--- config.mk ---
export PLATFORM = sky130hd
export DESIGN_NAME = dot_operand_loader
export DESIGN_NICKNAME = d
export VERILOG_FILES = /design/src/rtl/npu_pkg.sv /design/src/rtl/dot_operand_loader.sv
export SDC_FILE = /design/constraint.sdc
export NUM_CORES = 1
export LEC_CHECK = 0
export CORE_ASPECT_RATIO = 1.4
export CORE_MARGIN = 1.5
export CORE_UTILIZATION = 49
export DETAILED_ROUTE_END_ITERATION = 6
export PLACE_DENSITY = 0.8
export SETUP_SLACK_MARGIN = 0.3
export SKIP_LAST_GASP = 1
export SYNTH_ARGS = -nofsm -noshare
export SYNTH_HDL_FRONTEND = slang
export SYNTH_SLANG_ARGS = --single-unit
--- constraint.sdc ---
create_clock -name clk -period 3.6 [get_ports clk]
set_clock_uncertainty 0.1 [all_clocks]
set_input_delay 0.54 -clock clk [delete_from_list [all_inputs] [get_ports clk]]
set_output_delay 0.54 -clock clk [all_outputs]
set_load 0.01 [all_outputs]
--- src/rtl/npu_pkg.sv ---
// Shared definitions for the NPU operand feeders.
package npu_pkg;

    localparam int N_ELEM = 16;
    localparam int ELEM_W = 8;
    localparam int ACC_W  = 32;

    typedef enum logic [2:0] {
        LOAD   = 3'd0,
        START  = 3'd1,
        WAIT   = 3'd2,
        SETTLE = 3'd3,
        RESULT = 3'd4,
        CLEAR  = 3'd5
    } loader_state_t;

    function automatic int max_int(input int a, input int b);
        return (a > b) ? a : b;
    endfunction

endpackage

--- src/rtl/dot_operand_loader.sv ---
// Packs a byte stream into a/b operand vectors for matrix_dot, runs one
// dot-product job, holds the result for the consumer, then clears the core.
//
//  state  | meaning
//  -------+-----------------------------------------------------------------
//  LOAD   | accept bytes; first N_ELEM -> a, next N_ELEM -> b
//  START  | hold dot_start high for START_HOLD cycles, operands frozen
//  WAIT   | wait for dot_done, abort with err_timeout after TIMEOUT_CYC
//  SETTLE | one cycle so dot_c is captured one cycle after done
//  RESULT | present out_data until the consumer accepts it
//  CLEAR  | hold dot_rst_n low for CLR_CYC cycles, then back to LOAD
module dot_operand_loader
    import npu_pkg::*;
#(
    parameter int N_ELEM      = npu_pkg::N_ELEM,
    parameter int ELEM_W      = npu_pkg::ELEM_W,
    parameter int ACC_W       = npu_pkg::ACC_W,
    parameter int START_HOLD  = 4,
    parameter int CLR_CYC     = 4,
    parameter int TIMEOUT_CYC = 1024
) (
    input  logic                       clk,
    input  logic                       rst_n,
    input  logic                       in_valid,
    output logic                       in_ready,
    input  logic [ELEM_W-1:0]          in_data,
    output logic                       dot_start,
    output logic                       dot_rst_n,
    output logic [N_ELEM*ELEM_W-1:0]   dot_a,
    output logic [N_ELEM*ELEM_W-1:0]   dot_b,
    input  logic                       dot_done,
    input  logic [ACC_W-1:0]           dot_c,
    output logic                       out_valid,
    input  logic                       out_ready,
    output logic [ACC_W-1:0]           out_data,
    output logic                       err_timeout
);

    localparam int CNT_W = $clog2(2*N_ELEM);
    localparam int TMR_W = $clog2(TIMEOUT_CYC);
    localparam int HC_W  = $clog2(max_int(START_HOLD, CLR_CYC) + 1);
    localparam int LAST  = 2*N_ELEM - 1;

    loader_state_t              r_state;
    logic [CNT_W-1:0]           r_cnt;
    logic [TMR_W-1:0]           r_tmr;
    logic [HC_W-1:0]            r_hold;
    logic [HC_W-1:0]            r_clr;
    logic [N_ELEM*ELEM_W-1:0]   r_dot_a;
    logic [N_ELEM*ELEM_W-1:0]   r_dot_b;
    logic                       r_in_ready;
    logic                       r_dot_start;
    logic                       r_dot_rst_n;
    logic                       r_out_valid;
    logic [ACC_W-1:0]           r_out_data;
    logic                       r_err;

    loader_state_t              w_state_nx;
    logic [CNT_W-1:0]           w_cnt_nx;
    logic [TMR_W-1:0]           w_tmr_nx;
    logic [HC_W-1:0]            w_hold_nx;
    logic [HC_W-1:0]            w_clr_nx;
    logic                       w_timeout;
    logic                       w_accept;
    logic                       w_is_b;
    logic [CNT_W-2:0]           w_elem;

    // in_ready is only ever high in LOAD after the clear window, so this
    // alone qualifies a byte write.
    assign w_accept = in_valid && r_in_ready;
    assign w_is_b   = r_cnt[CNT_W-1];
    assign w_elem   = r_cnt[CNT_W-2:0];

    // Next-state, counter and timeout-pulse decode.
    always_comb begin
        w_state_nx = r_state;
        w_cnt_nx   = r_cnt;
        w_tmr_nx   = r_tmr;
        w_hold_nx  = r_hold;
        w_clr_nx   = (r_clr != '0) ? r_clr - HC_W'(1) : '0;
        w_timeout  = 1'b0;
        case (r_state)
            LOAD: begin
                if (w_accept) begin
                    if (r_cnt == CNT_W'(LAST)) begin
                        w_state_nx = START;
                        w_cnt_nx   = '0;
                        w_hold_nx  = HC_W'(START_HOLD);
                    end else begin
                        w_cnt_nx = r_cnt + CNT_W'(1);
                    end
                end
            end
            START: begin
                if (r_hold <= HC_W'(1)) begin
                    w_state_nx = WAIT;
                    w_tmr_nx   = TMR_W'(TIMEOUT_CYC - 1);
                end else begin
                    w_hold_nx = r_hold - HC_W'(1);
                end
            end
            WAIT: begin
                // done has priority over a timeout landing on the same cycle
                if (dot_done) begin
                    w_state_nx = SETTLE;
                end else if (r_tmr == '0) begin
                    w_timeout  = 1'b1;
                    w_state_nx = CLEAR;
                    w_clr_nx   = HC_W'(CLR_CYC);
                end else begin
                    w_tmr_nx = r_tmr - TMR_W'(1);
                end
            end
            SETTLE: begin
                w_state_nx = RESULT;
            end
            RESULT: begin
                if (r_out_valid && out_ready) begin
                    w_state_nx = CLEAR;
                    w_clr_nx   = HC_W'(CLR_CYC);
                end
            end
            CLEAR: begin
                if (r_clr <= HC_W'(1)) begin
                    w_state_nx = LOAD;
                end
            end
            default: begin
                w_state_nx = LOAD;
            end
        endcase
    end

    // State and counters; reset starts with a core clear window in LOAD.
    always_ff @(posedge clk or negedge rst_n) begin
        if (!rst_n) begin
            r_state <= LOAD;
            r_cnt   <= '0;
            r_tmr   <= '0;
            r_hold  <= '0;
            r_clr   <= HC_W'(CLR_CYC);
        end else begin
            r_state <= w_state_nx;
            r_cnt   <= w_cnt_nx;
            r_tmr   <= w_tmr_nx;
            r_hold  <= w_hold_nx;
            r_clr   <= w_clr_nx;
        end
    end

    // Operand capture; vectors keep their contents until overwritten.
    always_ff @(posedge clk or negedge rst_n) begin
        if (!rst_n) begin
            r_dot_a <= '0;
            r_dot_b <= '0;
        end else if (w_accept) begin
            if (!w_is_b) begin
                r_dot_a[w_elem*ELEM_W +: ELEM_W] <= in_data;
            end else begin
                r_dot_b[w_elem*ELEM_W +: ELEM_W] <= in_data;
            end
        end
    end

    // Registered control outputs, decoded from the next state so they line
    // up with the state they belong to.
    always_ff @(posedge clk or negedge rst_n) begin
        if (!rst_n) begin
            r_in_ready  <= 1'b0;
            r_dot_start <= 1'b0;
            r_dot_rst_n <= 1'b0;
            r_err       <= 1'b0;
        end else begin
            r_in_ready  <= (w_state_nx == LOAD) && (w_clr_nx == '0);
            r_dot_start <= (w_state_nx == START);
            r_dot_rst_n <= (w_clr_nx == '0);
            r_err       <= w_timeout;
        end
    end

    // Result capture one cycle after done, held until the handshake.
    always_ff @(posedge clk or negedge rst_n) begin
        if (!rst_n) begin
            r_out_valid <= 1'b0;
            r_out_data  <= '0;
        end else if (r_state == SETTLE) begin
            r_out_valid <= 1'b1;
            r_out_data  <= dot_c;
        end else if ((r_state == RESULT) && r_out_valid && out_ready) begin
            r_out_valid <= 1'b0;
        end
    end

    assign in_ready    = r_in_ready;
    assign dot_start   = r_dot_start;
    assign dot_rst_n   = r_dot_rst_n;
    assign dot_a       = r_dot_a;
    assign dot_b       = r_dot_b;
    assign out_valid   = r_out_valid;
    assign out_data    = r_out_data;
    assign err_timeout = r_err;

endmodule
# == Yosys cells after proc, flatten, opt, wreduce, memory -nomap -nowiden ==
# Index checks and enable logic that the tools add are counted.
# totals
in_bits,45
elab_cells,83
regBits,317
output_inout_bits,293
# classes
eq_ne,13
n_reduce_logical,18
order_cmp,2
muxes,29
add_sub_neg,5
n_shift,2
bitwise_logic,1
# ops
cell,count
bitwise mux 128 bit,2
variable shift 8 x 34 -> 128 bit (first input constant),1
indexed part select 8 x 34 -> 128 bit,1
2-to-1 mux 3 bit,14
negation 7 -> 34 bit,1
2-to-1 mux 10 bit,3
one-hot mux 10 bit (2 select lines),1
one-hot mux 3 bit (6 select lines),1
inequality test 2 bit (second input constant),6
one-hot mux 3 bit (2 select lines),2
logical NOT 10 bit,1
subtractor 10 x 1 -> 10 bit (second input constant),1
logical NOT 3 bit,3
AND reduction 4 bit,2
equality test 3 x 1 -> 1 bit (second input constant),2
equality test 3 x 2 -> 1 bit (second input constant),2
equality test 3 bit (second input constant),2
less-or-equal comparator 3 x 1 -> 1 bit (second input constant),2
AND reduction 2 bit,3
nonzero test 2 bit,3
subtractor 3 x 1 -> 3 bit (second input constant),2
adder 5 x 1 -> 5 bit (second input constant),1
equality test 5 bit (second input constant),1
logical AND 1 bit,5
4 further kinds,8

# == Longest topological paths before layout ==
# Gate-level depths: netlist of the first run.
# logic_depth
word_depth,7
ltp_mapped,10
mapped_depth_nobuf,7

# == Worst setup path after synthesis of the first run ==
# Ideal clock, no wire load.
# synth_timing
kind,register to register
from,register r_cnt[0]
to,"register r_dot_a[72], in the netlist dot_a[72]"
setup_ns,0.125
setup_slack_ns,0.896
path_stages_with_launch,9
synth_period_minus_slack_ns,2.704
arrival_ns,2.479
t_required_ns,3.375
path_buffers,3
path_cell_list,dfrtp_1 clkbuf_1 clkbuf_1 nor3_1 ha_1 or3_1 clkbuf_1 nor3_4 mux2_2
# synth_between
elab_chain_len,3
elab_cells_between_ends,4
cone_classes,1 x add/sub; 2 x shift; 1 x mux
# synth_lines
element,line,rtl
from (decl),dot_operand_loader.sv:45,logic [CNT_W-1:0] r_cnt;
from (signal assigned),dot_operand_loader.sv:144,r_cnt <= w_cnt_nx;
negation 7 -> 34 bit *,dot_operand_loader.sv:158,r_dot_a[w_elem*ELEM_W +: ELEM_W] <= in_data;
indexed part select 8 x 34 -> 128 bit or variable shift 8 x 34 -> 128 bit (tied branches),dot_operand_loader.sv:158,
bitwise mux 128 bit *,dot_operand_loader.sv:158,
"to (signal, indexed assignment)",dot_operand_loader.sv:158,
to (decl),dot_operand_loader.sv:49,logic [N_ELEM*ELEM_W-1:0] r_dot_a;
# Every way passes the cells marked *; elsewhere a longest branch is shown, timed or not.
# A chain may end at the register's enable or synchronous reset.

# == Worst setup path in the final report of the first run ==
# layout_timing
from,register r_cnt[1]
to,"register r_dot_b[121], in the netlist dot_b[121]"
# layout_between
elab_chain_len,3
elab_cells_between_ends,4
cone_classes,1 x add/sub; 2 x shift; 1 x mux
# layout_lines
element,line,rtl
negation 7 -> 34 bit *,dot_operand_loader.sv:160,r_dot_b[w_elem*ELEM_W +: ELEM_W] <= in_data;
indexed part select 8 x 34 -> 128 bit or variable shift 8 x 34 -> 128 bit (tied branches),dot_operand_loader.sv:160,
bitwise mux 128 bit *,dot_operand_loader.sv:160,
"to (signal, indexed assignment)",dot_operand_loader.sv:160,
to (decl),dot_operand_loader.sv:50,logic [N_ELEM*ELEM_W-1:0] r_dot_b;
# Marked as above.

==> flow_summary.toml, run 1 <==
[worst_hold_path]
min_delay_worst_endpoint = "dot_a[89]$_DFFE_PN0P_"
whs_path_depth = 2
min-delay-start = "dot_a[89]$_DFFE_PN0P_"
hold_class = "reg2reg"

[floorplan]
core_area_sq_um = 25900
num_rows = 70
die_w_um = 140
pin_count = 338
fp.dieArea_sq_um = 27200
start_util = 0.496
die_h_um = 195

[detailed_routing]
drt-met1-wl_um = 13100
wirelength_um = 35400
drc = 19
drt_iter0_markers = 376
met3WireLength_um = 2050
top_layer = "met4"
viasPerCell = 5.44
ant_nets = 0
routedWlPerCell_um = 20.3
vias = 9480
firstDrtPassIters = 7
met2_length_um = 18400

[grt]
grt_max_degree = 102
grt_pass1_vias = 9856
grt_pass1_wl_um = 55400
grt_usage = 0.262
antenna_found_initial = 0
grt-ovfl-total = 0

[layout]
layout-drive-gt1-share = 0.188
finalNonFillerCells = 1742
utilization = 0.685
syn2layout_area_growth_pct = 38.1
final_nets = 1448
n_antenna_cell = 0

[cts]
path_clk_slew_ns = 0.07
cts_root_buffer = "clkbuf_16"
cts_buffer_depth = 3
worstSkewPairLatency_ns = 0.56
cts_max_level = 1
cts_buffers = 30
cts_num_sinks = 317
cts_tree = "built"

[worst_setup_path]
r2r_slack_ns = 0.65
cp_cell_sequence = "inv_1 > ha_1 > buf_4 > or4_1 > nor2_2 > mux2_2"
worstSetupPathType = "reg2reg"
reg2reg_depth = 6
crit_fanout = 14
r2r_start = "r_cnt[1]$_DFFE_PN0P_"
cp.arrival_ns = 3.29
cp.buffers_inverters = 2
cp_top_family = "simple AND/OR/NAND/NOR gates"
cp-end-kind = "flop"
critPathMaxStageDelay_ns = 0.68
slowest_stage = "or4_1"
r2r_end = "dot_b[121]$_DFFE_PN0P_"
critical_path_required_ns = 3.93
startpoint_type = "flop"

[timing]
hold_ws_ns = 0.377
tightestPinTransition_ns = 0.855
fin_crit_ns = 2.95
slew_violations = 0
final_hold_viol_count = 0
fmax_mhz = 339
finalCritPeriodShare = 0.820
maxSlewHeadroom = 0.426
finalSetupViolCount = 0
fin_tns_setup_ns = 0
rsz0062_at_grt = "false"

[run_status]
violations = "DRC"
outcome = "finished with violations"

[place]
dp_hpwl_um = 25900
place_inst = 1685
place_congestion = 0.849
port_buffers = 337

[logic_synthesis]
synth_top_cells_by_area = "dfrtp_1, mux2_2, nand2_1"
synth_top_area_cell = "dfrtp_1"
yosysWarnings = 0
synth.top_cells.by_count = "dfrtp_1, mux2_2, nand2_1"
synth_edf_count = 0
yosysMostFrequentCell = "dfrtp_1"
synth_area_sq_um = 12900
ys.flop_type = "dfrtp_1"
synthArstFlopShare = 1.00
synth_nets = 1095
synth-seq-cells = 317
synth_top_area_share = 0.615
synth_cell_types = 59
yosysSeqAreaShare = 0.617
avgSynthCellArea_sq_um = 12.4
synthCells = 1041

[pwr]
power_mw = 12.0
power_density_nw_per_um2 = 673
leakagePower_nw = 7.94
ir_worst_vdd_uv = 393

[flow_run]
cap_violations = 0
## timing repair
item,in CTS,in global routing
setup buffers,0,0
endpoints found under the setup margin,0,0
hold buffers,1,0
resized for setup,0,0
hold endpoints to repair,97,0
## registers in the layout (all words and copies together), names as in the netlist
| name | flops |
|---|---|
| dot_rst_n | 1 |
| r_state | 3 |
| in_ready | 1 |
| dot_b | 128 |
| r_clr | 3 |
| r_tmr | 10 |
| r_hold | 3 |
| r_cnt | 5 |
| out_data | 32 |
| err_timeout | 1 |
| out_valid | 1 |
| dot_start | 1 |
| dot_a | 128 |
## worst max path at each step
stage / from / to / cells past startpoint
floorplan: r_cnt[0]$_DFFE_PN0P_ / dot_a[72]$_DFFE_PN0P_ / 8
global placement: in_valid / dot_b[95]$_DFFE_PN0P_ / 6
detailed placement: in_valid / dot_b[89]$_DFFE_PN0P_ / 6
CTS: r_cnt[1]$_DFFE_PN0P_ / dot_b[121]$_DFFE_PN0P_ / 6
global route: r_cnt[1]$_DFFE_PN0P_ / dot_b[119]$_DFFE_PN0P_ / 7
finish: r_cnt[1]$_DFFE_PN0P_ / dot_b[121]$_DFFE_PN0P_ / 6
## placed cells by master (no fill, tap or decap), types with 31 or more instances in the layout
cell,netlist,final
mux2_1,33,33
and2_1,32,32
clkbuf_16,0,31
o21ai_0,74,74
dfrtp_1,316,316
mux2_2,160,160
o21ai_1,33,33
nand2_1,153,153
nor2_1,42,41
clkdlybuf4s50_1,0,336
## layout make-up
cell class                      instances  area (sq um)
Fill cell                            1894          8160
Sequential cell                       317          7930
Multi-Input combinational cell        674          4730
Timing Repair Buffer                  358          3580
Clock buffer                           40           890
Tap cell                              324           405
Clock inverter                         16           179
Inverter                               13          48.8
## where the power goes
part,switching [mW],leakage (nW),internal [mW]
Combinational,2.08,3.16,1.87
Sequential,0.450,4.27,4.24
Clock,1.38,0.510,1.96
Total,3.90,7.94,8.06
## logic make-up after synthesis
family,synth area share
AND/OR/NAND/NOR,0.130
flip-flops,0.617
multiplexers,0.170
AO/OA/AOI/OAI,0.0558
buffers and inverters,0.0152
adder cells (fa/ha/maj),0.00876
XOR/XNOR,0.00340
## stage by stage
step	setup slack, ns	instance area [sq um]
after floorplan	0.896	12900
after global placement	0.681	16700
after detailed placement	0.643	16700
after CTS	0.648	17800
after global routing	0.449	17800
final	0.648	17800
## metal layers
layer	up-vias	track usage
met5	-	0
met2	335	0.471
li1	4313	-
met1	4729	0.296
met3	103	0.0478
met4	0	0.134
## worst reg2reg max path, cell delays in order, from the launching register on
cell     delay (ns)
dfrtp_1        0.45
inv_1          0.11
ha_1           0.39
buf_4          0.22
or4_1          0.68
nor2_2         0.49
mux2_2         0.41
(Power assumes the default switching activity.)
==> run 2, diff against run 1 <==
==> constraint.sdc (replaced) <==
create_clock -name clk -period 3 [get_ports clk]
set_clock_uncertainty 0.1 [all_clocks]
set_input_delay 0.45 -clock clk [delete_from_list [all_inputs] [get_ports clk]]
set_output_delay 0.45 -clock clk [all_outputs]
set_load 0.01 [all_outputs]
==> flow_summary.toml, run 2 (synthesis gave the netlist of run 1 again) <==
[timing]
hold_ws_ns = 0.379
fmax_mhz = 368
slew_violations = 0
fin_crit_ns = 2.72
finalSetupViolCount = 0
fin_ws_ns = 0.282
fin_tns_setup_ns = 0
finalCritPeriodShare = 0.906
maxSlewHeadroom = 0.297
final_hold_viol_count = 0
rsz0062_at_grt = "true"
tightestPinTransition_ns = 1.04

[detailed_routing]
wirelength_um = 35200
vias = 9469
firstDrtPassIters = 6
viasPerCell = 5.39
ant_nets = 0
drt_iter0_markers = 403
drc = 20
routedWlPerCell_um = 20.0

[layout]
syn2layout_area_growth_pct = 39.5
layout-drive-gt1-share = 0.205
n_antenna_cell = 0
finalNonFillerCells = 1758
final_cell_mix = "clkdlybuf4s50_1, dfrtp_1, mux2_2"
final_common_cell = "clkdlybuf4s50_1"
final_nets = 1465

[worst_setup_path]
worstSetupPathType = "reg2reg"
cp-end-kind = "flop"
startpoint_type = "flop"
cp.arrival_ns = 3.04
crit_fanout = 16
cp_top_family = "simple AND/OR/NAND/NOR gates"
crit_path_frequent_cell = "nand2_1"
critPathMaxStageDelay_ns = 0.80
slowest_stage = "or4_1"
cp.buffers_inverters = 2
critical_path_required_ns = 3.32
cp_cell_sequence = "inv_1 > ha_2 > nor3b_2 > buf_4 > nand2_1 > or4_1 > nand2_1 > o21ai_1"

[cts]
cts_buffers = 29
cts_buffer_depth = 3
path_clk_slew_ns = 0.07
worstSkewPairLatency_ns = 0.56
cts_num_sinks = 317
cts_tree = "built"
cts_root_buffer = "clkbuf_16"
cts_max_level = 1

[place]
place_inst = 1698
dp_hpwl_um = 26300
port_buffers = 337
dp_slack_ns = 0.180
place_congestion = 0.856

[grt]
grt-ovfl-total = 0
grt_max_degree = 92
grt_usage = 0.262
antenna_found_initial = 0
grt_pass1_wl_um = 55400
grt_pass1_vias = 9799

[floorplan]
start_util = 0.496
die_w_um = 140
num_rows = 70
die_h_um = 195
pin_count = 338
fp.dieArea_sq_um = 27200
core_area_sq_um = 25900

[run_status]
violations = "DRC"
outcome = "finished with violations"

[worst_hold_path]
hold_class = "reg2reg"

[pwr]
ir_worst_vdd_uv = 580
power_mw = 14.4
power_density_nw_per_um2 = 800
leakagePower_nw = 8.03

[flow_run]
cap_violations = 0
run 2: what timing repair did:
| action | CTS | global route |
|---|---|---|
| hold buffers | 1 | 0 |
| pin swaps | 3 | 2 |
| setup buffers | 4 | 1 |
| hold endpoints to repair | 82 | 0 |
| endpoints found under the setup margin | 132 | 226 |
| gates resized for setup | 7 | 20 |
run 2: path summary, 6_finish.rpt:
| kind | start | endpoint | slack, ns | depth (start not counted) |
|---|---|---|---|---|
| min reg2reg | dot_a[84]$_DFFE_PN0P_ | dot_a[84]$_DFFE_PN0P_ | 0.38 | 2 |
| max in group asynchronous | rst_n | dot_b[125]$_DFFE_PN0P_ | 1.62 | 3 |
| min in group asynchronous | rst_n | dot_b[55]$_DFFE_PN0P_ | 0.42 | 2 |
| max | r_cnt[1]$_DFFE_PN0P_ | dot_a[0]$_DFFE_PN0P_ | 0.28 | 8 |
| max reg2reg | r_cnt[1]$_DFFE_PN0P_ | dot_a[0]$_DFFE_PN0P_ | 0.28 | 8 |
| min | dot_a[84]$_DFFE_PN0P_ | dot_a[84]$_DFFE_PN0P_ | 0.38 | 2 |
run 2: final cells by class:
class	instances	area, sq um
clock buffers	41	811
clock inverters	13	148
fillers	1868	7990
inverters	13	48.8
multi-input cells	674	4830
flip-flops and latches	317	7940
well taps	324	405
repair buffers	376	3760
run 2: worst min-delay path, cell delays in order, from the launching register on:
cell	delay (ns)
dfrtp_1	0.34
nand2_1	0.05
o21ai_0	0.06
run 2: per-layer routing:
metal	part of all wire	wire (um)	track usage	vias to the layer above
met1	0.37	12900	0.300	4728
met3	0.052	1850	0.0458	103
met5	0	0	0	-
met4	0.055	1950	0.133	0
met2	0.53	18500	0.471	295
li1	-	-	-	4343
run 2: per-stage QoR:
step / area [sq um] / utilization
CTS: 17900 / 0.689
finish: 17900 / 0.692
detailed placement: 16800 / 0.648
global route: 17900 / 0.692
floorplan: 12900 / -
global placement: 16800 / 0.648
run 2: power by group:
part	total (mW)	switching (mW)	internal (mW)
clock network	3.73	1.58	2.14
logic	5.00	2.61	2.39
registers	5.62	0.535	5.08
==> edit 1 (config.mk and constraints of run 2) <==
Change the package constant `N_ELEM` from 16 to 8.
--- a/src/rtl/npu_pkg.sv
+++ b/src/rtl/npu_pkg.sv
@@ -1,7 +1,7 @@
 // Shared definitions for the NPU operand feeders.
 package npu_pkg;
 
-    localparam int N_ELEM = 16;
+    localparam int N_ELEM = 8;
     localparam int ELEM_W = 8;
     localparam int ACC_W  = 32;
 
Interface: changed (resized dot_a and dot_b); port bits go from 338 to 210. No check against the original RTL was run, so the function may have changed too.
==> edit 1 against run 2 <==
  * Area after synthesis decreased by 40%
  * Final area decreased by 40%
  * Sequential cell count decreased by 129
  * Combinational power decreased by 9.6%
  * Worst setup slack improved by 0.20 ns
  * Total power decreased by 24%
  * Via count decreased by 44%
  * Count of clock-buffer cells in the layout decreased by 21
  * Wire length decreased by 46%
  * Critical path type unchanged
  * Largest cell class unchanged
  * Largest power group is now combinational logic
==> edit 1: results (changes against run 2) <==
Outcome
  – Status: completed

Final layout
  – Buffer share of cell area: 20.9% (-0.039 points)
  – Comb_multi_in: 330 (-51%)
  – Invs w/o clock: 12 (-1)
  – Share of cells above drive strength 1: 28.6% (+8.1 points)
  – FILL cells: 1124 (-40%)
  – Clkbuf count: 20 (-51%)
  – Clock network share of area: 5.39% (+0.044 points)
  – Fraction of area in multi-input gates: 27.0% (+0.10 points)
  – Nets: 827 (-44%)

GRT
  – GR Util met1: 27.7% (-2.3 points)
  – Largest net degree at the start of global routing: 67 (-27%)
  – Met2 Use GR: 43.1% (-4.0 points)

Pwr
  – Total design power: 0.0110 W (-24%)
  – Leak pwr: 4.81 nW (-40%)

Worst setup path
  – RR Startpoint: r_cnt[0]
  – Max incr delay on CP: 0.48 ns (-0.32 ns)
  – Crit path arrival time: 2.72 ns (-0.32 ns)

Clock tree
  – Clock Latency Late Sink: 0.42 ns (-0.14 ns)
  – PostCTS Resize Cnt: 0 (-7)

Synth
  – Netlist cell types: 51 (-14%)
  – Post-synthesis adder-cell area fraction: 1.30% (+0.42 points)
  – Post-synthesis net count: 597 (-45%)
  – Commonest cells in the netlist: dfrtp_1, mux2_2, nand2_1, nor2_1, and2_1

Drt
  – Routed wire length: 19200 microns (-46%)
  – First-pass DRT Iterations: 4 (-2)
  – Wire length on met1: 7130 microns (-45%)

Placement
  – Placed insts: 950 (-44%)
edit 1: cell types whose count changed after synthesis, sizes merged, moves of 4 or more:
| cell | before | now |
|---|---|---|
| o21ai | 107 | 11 |
| nor3 | 12 | 4 |
| dfrtp | 316 | 187 |
| and2 | 32 | 17 |
| nor2 | 53 | 20 |
| buf | 11 | 5 |
| clkbuf | 26 | 9 |
| nand2 | 157 | 20 |
| mux2 | 193 | 161 |
| xor2 | 4 | 0 |
| nand3 | 21 | 12 |
edit 1: path summary, 6_finish.rpt:
check                                    end  slack, ns  depth (start not counted)
worst max-delay path               dot_a[10]       0.48                          8
worst min-delay path            out_data[23]       0.41                          1
worst max register to register     dot_a[10]       0.48                          8
worst min register to register  out_data[23]       0.41                          1
max in group asynchronous           dot_b[7]       1.57                          3
min in group asynchronous          dot_start       0.49                          2
==> edit 2 (config.mk and constraints of run 2) <==
Without the edit above. Encoding of `loader_state_t`: now Gray code (3 bits for 6 states).
--- a/src/rtl/npu_pkg.sv
+++ b/src/rtl/npu_pkg.sv
@@ -6,12 +6,12 @@
     localparam int ACC_W  = 32;
 
     typedef enum logic [2:0] {
-        LOAD   = 3'd0,
-        START  = 3'd1,
-        WAIT   = 3'd2,
-        SETTLE = 3'd3,
-        RESULT = 3'd4,
-        CLEAR  = 3'd5
+        LOAD   = 3'b000,
+        START  = 3'b001,
+        WAIT   = 3'b011,
+        SETTLE = 3'b010,
+        RESULT = 3'b110,
+        CLEAR  = 3'b111
     } loader_state_t;
 
     function automatic int max_int(input int a, input int b);
Check against the original RTL: no difference found for any inputs over 4 cycles, from zero or initial values and one cycle with rst_n low; so few cycles prove little.
==> edit 2 against run 2 <==
  * Worst setup slack improved by 0.11 ns
  * Global-route usage decreased by 0.19 points
  * Final area increased by 4.1%
  * Critical path type unchanged
  * Sequential share of layout area decreased by 1.8 points
  * Synthesized cell count decreased by 6.4%
  * Highest routed layer unchanged
  * Wire length increased by 3.3%
  * Maximum frequency increased by 4.2%
  * Sequential cell count unchanged
  * Total power increased by 31%
  * Area after synthesis increased by 4.9%
  * Critical path depth decreased by 2
==> edit 2: results (changes against run 2) <==
Final layout
  – Non-CTS buffers: 382 (+1.6%)
  – Sequential cell area share: 42.5% (-1.8 points)
  – FILL cells: 1966 (+5.2%)
  – Invs w/o clock: 76 (+63)
  – Share of cells above drive strength 1: 26.2% (+5.7 points)
  – Fraction of area in multi-input gates: 27.6% (+0.71 points)
  – Clock network share of area: 5.75% (+0.40 points)

Drt
  – Starting DRT DRC Count: 281 (-30%)
  – Wire length on met1: 13000 microns (+0.64%)
  – Routed wire length: 36400 microns (+3.3%)
  – First-pass DRT Iterations: 4 (-2)
  – Metal2 WL: 19500 microns (+5.3%)

Placement
  – Placed insts: 1691 (-0.41%)
  – Dpl cell area: 0.0176 sq mm (+4.5%)
  – Routability Congestion: 0.855 (-0.15%)

Worst setup path
  – R2R Path End: dot_b[88]
  – R2r setup slk: 0.39 ns (+0.11 ns)
  – RR Startpoint: r_cnt[0]
  – Reg2Reg Depth: 6 (-2)

GRT
  – Largest net degree at the start of global routing: 83 (-9.8%)
  – Vias in the first global route: 10.0k (+2.4%)
  – Met3 Track Usage GR: 4.72% (+0.14 points)
  – First-pass GRT wire length: 56400 microns (+1.8%)
  – Total GRT Usage: 26.1% (-0.19 points)
  – Met2 Use GR: 48.0% (+0.89 points)

Pwr
  – Switching share of power: 34.4% (+1.4 points)
  – Combinational group power: 0.00798 W (+60%)
  – Worst vdd ir: 0.689 mV (+19%)
  – Total sequential power: 0.00670 W (+19%)
  – Comb pwr share: 42.6% (+7.7 points)
  – Leak pwr: 8.60 nW (+7.2%)

Synth
  – Cells after synthesis: 974 (-6.4%)
  – Synth Area in Compound Gates: 2.01% (-3.6 points)
  – Commonest cells in the netlist: dfrtp_1, mux2_2, inv_1, mux2i_1, and3_1
  – Xor and xnor area share after synthesis: 0.399% (+0.058 points)
  – Mux contribution to synthesized area: 24.1% (+7.2 points)
  – Synth top area cells: dfrtp_1, mux2_2, mux2i_1
  – Netlist cell types: 69 (+17%)

Outcome
  – Status: completed
## edit 2: repair_timing
item,in CTS,in global routing
gates cloned,0,0
setup endpoints to repair,78,133
gates resized for setup,2,5
buffers inserted,0,2
pin swaps,0,1
endpoints found under the hold margin,74,0
hold buffers,1,0
## edit 2: worst max-delay path: stages, from the launching register on
cell and delay [ns]:
dfrtp_2 0.46, inv_1 0.19, ha_2 0.32, buf_4 0.20, nor4_2 0.37, nand3_1 0.43
mux2_2 0.41
## edit 2: logic make-up (layout without fill, tap and decap cells)
family / Yosys count / after routing
adders and majority gates: 9 / 9
and+or+nand+nor: 209 / 209
AOI/OAI and AO/OA: 35 / 35
muxes: 297 / 297
DFF: 317 / 317
xor gates and xnor gates: 4 / 4
buffers and inverters: 103 / 514
## edit 2: how the worst max path moves through the flow
stage	end	cells past startpoint
after floorplan	dot_a[100]	8
after global placement	dot_a[88]	5
after detailed placement	dot_a[75]	6
after CTS	dot_b[1]	6
after global routing	dot_b[46]	6
final	dot_b[88]	6
